==> src/rtl/fetch_hazard_stage.sv <==
// Instruction fetch stage: owns the PC and the IF/ID register.
// It also handles load-use stalls and the bubbles inserted after a redirect.
module fetch_hazard_stage #(
    parameter int          FLUSH_DEPTH = 2,
    parameter logic [31:0] RESET_PC    = 32'h00000000
) (
    input  logic        Clk,
    input  logic        Reset,
    input  logic [31:0] imem_data,
    input  logic        redirect,
    input  logic [31:0] redirect_pc,
    input  logic        idex_memread,
    input  logic [4:0]  idex_rt,
    output logic [31:0] imem_addr,
    output logic [31:0] instruction_out,
    output logic [31:0] pc_plus4_out,
    output logic        nop,
    output logic [15:0] stall_count
);

    typedef enum logic [1:0] {
        FILL  = 2'd0,
        RUN   = 2'd1,
        FLUSH = 2'd2
    } state_t;

    localparam logic [1:0] FLUSH_INIT = 2'(FLUSH_DEPTH - 1);
    localparam state_t REDIRECT_STATE = (FLUSH_DEPTH > 1) ? FLUSH : FILL;

    state_t      state_reg, state_next;
    logic [31:0] pc_reg, pc_next;
    logic [31:0] instr_reg, instr_next;
    logic [31:0] pc4_reg, pc4_next;
    logic [1:0]  cnt_reg, cnt_next;
    logic [15:0] stall_reg, stall_next;
    logic [31:0] pc_inc;
    logic        rs_match;
    logic        rt_match;
    logic        hazard;

    assign pc_inc   = pc_reg + 32'd4;
    assign rs_match = (idex_rt == instr_reg[25:21]);
    assign rt_match = (idex_rt == instr_reg[20:16]);
    // Only a real load into a non-zero register can create a load-use dependency.
    assign hazard   = (state_reg == RUN) && idex_memread && (idex_rt != 5'd0)
                      && (rs_match || rt_match);

    always_comb begin
        state_next = state_reg;
        pc_next    = pc_reg;
        instr_next = instr_reg;
        pc4_next   = pc4_reg;
        cnt_next   = cnt_reg;
        stall_next = stall_reg;

        if (redirect) begin
            pc_next    = redirect_pc;
            instr_next = 32'd0;
            pc4_next   = 32'd0;
            cnt_next   = FLUSH_INIT;
            state_next = REDIRECT_STATE;
        end else begin
            unique case (state_reg)
                FILL: begin
                    instr_next = imem_data;
                    pc4_next   = pc_inc;
                    pc_next    = pc_inc;
                    state_next = RUN;
                end
                RUN: begin
                    if (hazard) begin
                        if (stall_reg != 16'hFFFF) begin
                            stall_next = stall_reg + 16'd1;
                        end
                    end else begin
                        instr_next = imem_data;
                        pc4_next   = pc_inc;
                        pc_next    = pc_inc;
                    end
                end
                FLUSH: begin
                    // The PC keeps moving to account for fetches that are thrown away.
                    pc_next    = pc_inc;
                    instr_next = 32'd0;
                    pc4_next   = 32'd0;
                    cnt_next   = cnt_reg - 2'd1;
                    if (cnt_reg <= 2'd1) begin
                        state_next = FILL;
                    end
                end
                default: begin
                    state_next = FILL;
                end
            endcase
        end
    end

    always_ff @(posedge Clk or negedge Reset) begin
        if (!Reset) begin
            state_reg <= FILL;
            pc_reg    <= RESET_PC;
            instr_reg <= 32'd0;
            pc4_reg   <= 32'd0;
            cnt_reg   <= 2'd0;
            stall_reg <= 16'd0;
        end else begin
            state_reg <= state_next;
            pc_reg    <= pc_next;
            instr_reg <= instr_next;
            pc4_reg   <= pc4_next;
            cnt_reg   <= cnt_next;
            stall_reg <= stall_next;
        end
    end

    assign imem_addr       = pc_reg;
    assign instruction_out = instr_reg;
    assign pc_plus4_out    = pc4_reg;
    assign stall_count     = stall_reg;
    assign nop             = (state_reg != RUN) || hazard;

endmodule

==> config.mk <==
export PLATFORM = sky130hd
export DESIGN_NAME = fetch_hazard_stage
export DESIGN_NICKNAME = d
export VERILOG_FILES = /design/src/rtl/fetch_hazard_stage.sv
export SDC_FILE = /design/constraint.sdc
export NUM_CORES = 1
export LEC_CHECK = 0
export CAP_MARGIN = 30
export CORE_MARGIN = 1.5
export CORE_UTILIZATION = 48
export CTS_BUF_LIST = sky130_fd_sc_hd__clkbuf_4 sky130_fd_sc_hd__clkbuf_8
export DETAILED_ROUTE_END_ITERATION = 10
export PLACE_DENSITY = 0.95
export SLEW_MARGIN = 10
export SYNTH_ARGS = -nofsm -noshare
export SYNTH_HDL_FRONTEND = slang
export SYNTH_SLANG_ARGS = --single-unit
==> constraint.sdc <==
create_clock -name Clk -period 2.4 [get_ports Clk]
set_input_delay 0.48 -clock Clk [delete_from_list [all_inputs] [get_ports Clk]]
set_output_delay 0.48 -clock Clk [all_outputs]
set_load 0.005 [all_outputs]
## Word level (Yosys, flattened, before mapping)

Cells that the tools add are included.

| word-level totals | value |
|---|---|
| bits in registers | 116 |
| bits of input ports | 73 |
| output and inout bits | 113 |
| word-level logic and storage cells | 48 |

| operators by class | value |
|---|---|
| add/sub/neg operators | 3 |
| $lt $le $gt $ge | 1 |
| equality and inequality tests | 9 |
| multiplexer cells | 13 |
| bitwise gates (word level) | 1 |
| reductions and logical operators | 15 |

Operator list:

| kind | number |
|---|---|
| case mux 32 bit (3 select lines) | 2 |
| 2-to-1 mux 32 bit | 5 |
| case mux 32 bit (2 select lines) | 1 |
| adder 32 x 3 -> 32 bit, second input constant | 1 |
| adder 16 x 1 -> 16 bit, second input constant | 1 |
| inequality test 16 bit, second input constant | 1 |
| == test 5 bit | 2 |
| 2-to-1 mux 2 bit | 4 |
| inequality test 3 bit, second input constant | 2 |
| case mux 2 bit (3 select lines) | 1 |
| AND reduction 2 bit | 3 |
| nonzero test 5 bit | 1 |
| AND reduction 4 bit | 1 |
| nonzero test 4 bit | 1 |
| logical AND 1 bit | 3 |
| nonzero test 3 bit | 1 |
| == test 2 x 1 -> 1 bit, second input constant | 1 |
| == test 2 bit, second input constant | 1 |
| less-or-equal comparator 2 x 1 -> 1 bit, second input constant | 1 |
| zero test 2 bit | 1 |
| logical OR 1 bit | 2 |
| inequality test 2 x 1 -> 1 bit, second input constant | 1 |
| inequality test 2 bit, second input constant | 1 |
| nonzero test 2 bit | 1 |
| 3 further kinds | 3 |

## Longest topological paths before layout

| depth | value |
|---|---|
| depth after elaboration | 7 |
| gate-level depth with buffers | 8 |
| gate-level depth less buffers | 7 |

## Least setup slack after synthesis

No wires, ideal clock.

| timing path | value |
|---|---|
| path kind | register -> register |
| start | reg pc_reg[2] (netlist: imem_addr[2]) |
| end | reg pc_reg[18] (netlist: imem_addr[18]) |
| setup time | 0.125 ns |
| arrival | 2.021 ns |
| data required time | 2.275 ns |
| slack | 0.254 ns |
| cell stages (with the launch flop) | 8 |
| buffers on the path | 0 |
| period minus slack after synthesis | 2.146 ns |
| cell sequence | dfrtp_1 -> ha_1 -> nand3_2 -> nor3_4 -> nand2_1 -> a211oi_1 -> xor2_1 -> mux2_2 |

| between the ends | value |
|---|---|
| cells in the longest elaborated chain, start to end | 4 |

Ends and longest elaborated chain:

| what | RTL line | source |
|---|---|---|
| start, declared | 31 | `logic [31:0] pc_reg, pc_next;` |
| start signal, assigned | 108 | `pc_reg <= pc_next;` |
| adder 32 x 3 -> 32 bit * | 41 | `assign pc_inc = pc_reg + 32'd4;` |
| 2-to-1 mux 32 bit | 71 | `if (hazard) begin` |
| case mux 32 bit (2 select lines) * | 63 | `unique case (state_reg)` |
| 2-to-1 mux 32 bit * | 56 | `if (redirect) begin` |

Mark *: on every way between the ends. The rest lies on a longest branch, timed or not. The select of a mux whose other input is x is not followed.
A chain may end at the register's enable or synchronous reset.

## Worst setup path in the final report

| timing path | value |
|---|---|
| start | in idex_rt[3] |
| end | reg pc_reg[3] (netlist: imem_addr[3]) |

| between the ends | value |
|---|---|
| cells in the longest elaborated chain, start to end | 5 |
| elaborated cells on any way between the ends | 8 |
| those cells by class | 3 x eq/ne; 5 x reduce/logical |

Ends and longest elaborated chain:

| what | RTL line | source |
|---|---|---|
| start, declared | 13 | `input logic [4:0] idex_rt,` |
| == test 5 bit, or another cell as far along | 42 | `assign rs_match = (idex_rt == instr_reg[25:21]);` |
| logical OR 1 bit / logical AND 1 bit (equally long branches) | 46, 45 |  |
| logical AND 1 bit * | 46 | `&& (rs_match \|\| rt_match);` |
| inequality test 3 bit (no line) * | - |  |
| AND reduction 2 bit (no line) * | - |  |

Mark *: on every way between the ends. The rest lies on a longest branch, timed or not.

==> results_dict.tcl <==
set metrics [dict create \
    fin_util 0.7353 \
    r2r_slack_ps 160 \
    vias 4915 \
    nNetsFinal 791 \
    grt_start_max_net_pins 49 \
    reg2reg_depth 9 \
    cts_num_sinks 116 \
    cts_max_level 4 \
    finalHoldViolCount 0 \
    overflow 0 \
    end_kind "flip-flop" \
    gp_congestion 0.8413 \
    finalClockSkew_ps 12.29 \
    status "complete, but fails checks" \
    worstHoldEndpoint "state_reg[0]" \
    yosysWarnings 0 \
    track_usage 0.2635 \
    port_buffers 185 \
    synth_edf_count 0 \
    antenna_found_initial 0 \
    drcViolationCount 14 \
    hold_depth 2 \
    finalMaxSlewViolations 0 \
    p_total_mw 5.549 \
    dp_slack_ps -418.8 \
    layout_setup_ws_ps 29.09 \
    drive_above_1_share 0.1379 \
    finalSetupTns_ps 0 \
    wl_met1_um 6627 \
    violations "design-rule violations" \
    initial_utilization 0.4964 \
    area_delta_synth_final_pct 48.13 \
    dpl.hpwl_um 11580 \
    routedWlPerCell_um 18.63 \
    hp-class "primary input to flip-flop" \
    final_antenna_net_count 0 \
    path_clk_slew_ps 70 \
    wl_met3_um 999 \
    die_area_mm2 0.01257 \
    antenna_cells 0 \
    relSlewSlack 0.6871 \
    multi_input_area_mm2 0.002683 \
    rows 39 \
    ir_drop_uv 477.2 \
    dr.pass1.iters 11 \
    fin_crit_ps 2371 \
    dp.cells 834 \
    syn_inst 506 \
    die_w_um 112.1 \
    finalCritPeriodShare 0.9879 \
    synth.most_common_cell "dfrtp_1" \
    synthSimpleGateAreaFrac 0.1123 \
    tightest_slew_ps 469.3 \
    viasPerCell 5.662 \
    crit_type "primary input to flip-flop" \
    wl_met2_um 8103 \
    async_reset_ff_frac 1.000 \
    powerDensity_mw_per_mm2 655.3 \
    top_layer "met4" \
    numCtsBuffers 17 \
    timing.fmax_ghz 0.4218 \
    stdcell_count 868 \
    ys_seq_area_frac 0.5078 \
    synth.mux.area_fraction 0.01729 \
    critPathLaunchType "primary input" \
    cts_tree "done" \
    critPathMaxFanout 2 \
    startpoint "idex_rt[3]" \
    synth_area_leaders "dfrtp_1, a22o_1, xnor2_1" \
    cp_data_required_time_ps 2730 \
    yosys.area.top_type "dfrtp_1" \
    rsz0062_at_grt "false" \
    synth-seq-cells 116 \
    synth_top_family_by_area "compound AO/OA/AOI/OAI gates" \
    core-area_mm2 0.01152 \
    syn-cell-area_mm2 0.005717 \
    drt_iter0_drc 356 \
    root_buffer "clkbuf_8" \
    layout.area.seq_mm2 0.002903 \
    leakagePower_nw 3.576 \
    min_from "redirect" \
    clock_path_buffers 2 \
    synth_common_cells "dfrtp_1, a22o_1, xnor2_1" \
    grt_pass1_wl_um 26000 \
    grt_pass1_vias 5061 \
    synthDistinctLibCells 41 \
    n_fill_cell 751 \
    synth_xor_area_frac 0.1272 \
    drt_wl_total_um 16170 \
    fp.dieH_um 112.1 \
    synth-adder-area-share 0.01313 \
    syn-num-nets 585 \
    cap_violations 0 \
    synth_compound_area_frac 0.1904 \
    ioPinCount 186 \
    setup_viol 0 \
    worstSkewPairLatency_ps 440 \
    syn_avg_cell_area_um2 11.30 \
    yosysTopAreaCellShare 0.5078 \
    arrival_ps 2700 \
    r2r_start "state_reg[1]" \
    synthFlopType "dfrtp_1" \
    timing.rr.end "stall_count[13]" \
]
-- logic make-up (layout without fill, tap and decap cells) --
logic type / Yosys count / in the layout
compound gates: 126 / 126
simple gates: 128 / 128
flops: 116 / 116
fa+ha+maj: 6 / 6
mux: 9 / 9
xor+xnor: 83 / 83
buf+inv: 38 / 257
-- layer usage --
layer  track usage  vias up
li1              -     2233
met1        0.3212     2445
met2        0.4519      197
met3       0.06533       40
met4        0.1046        0
met5             0        -
-- metrics by stage --
step	hold WS (ps)	cell area, um^2
floorplan	184.4	5717
global placement	459.0	7919
detailed placement	469.6	7919
CTS	359.5	8432
global route	374.7	8468
finish	377.5	8468
-- cell type report --
| cell class | count | area share |
|---|---|---|
| clock buffers | 23 | 0.03517 |
| flip-flops and latches | 116 | 0.3428 |
| repair buffers | 217 | 0.2572 |
| well taps | 143 | 0.02113 |
| clock inverters | 9 | 0.02335 |
| inverters | 8 | 0.003546 |
| multi-input cells | 352 | 0.3168 |
-- power breakdown --
| group | leakage, nW | internal [mW] | switching [mW] | total (mW) |
|---|---|---|---|---|
| combinational | 1.81 | 0.615 | 0.447 | 1.06 |
| sequential | 1.51 | 2.11 | 0.166 | 2.27 |
| clock | 0.250 | 1.46 | 0.758 | 2.21 |
-- repair_timing --
action / CTS / global route
gates resized for setup: 7 / 8
endpoints found under the setup margin: 1 / 23
pin swaps: 2 / 3
hold buffers: 1 / 0
buffers inserted: 1 / 0
hold endpoints to repair: 6 / 0
-- critical path, stage by stage --
cell and delay, ps:
clkdlybuf4s50_1 430, or3_1 340, o311a_4 370, buf_4 140, buf_4 140, a21oi_2 170, mux2_2 350, mux2_2 270
-- worst max path at each step --
stage                                  to  slack (ps)
after global routing      stall_count[15]          20
after detailed placement     imem_addr[3]        -420
after CTS                             nop           1
after floorplan             imem_addr[18]         250
final                        imem_addr[3]          30
after global placement                nop        -330
-- cell usage in the layout (no fill, tap or decap), drive strengths merged, types with 3 or more instances in the layout --
master	Yosys	routed
nor2	19	19
o21ai	27	27
and3	6	6
mux2	7	7
a22o	62	62
xnor2	59	59
ha	6	6
buf	18	34
nor4	3	3
a211oi	16	16
and4	4	4
nand4	13	13
nand3	17	17
nor3	9	9
a2111oi	7	7
dfrtp	116	116
clkdlybuf4s50	0	180
nand2	53	53
a21oi	8	8
xor2	24	24
bufinv	0	6
clkbuf	12	23
inv	8	8
No activity file was read; power rests on OpenSTA's default activity.
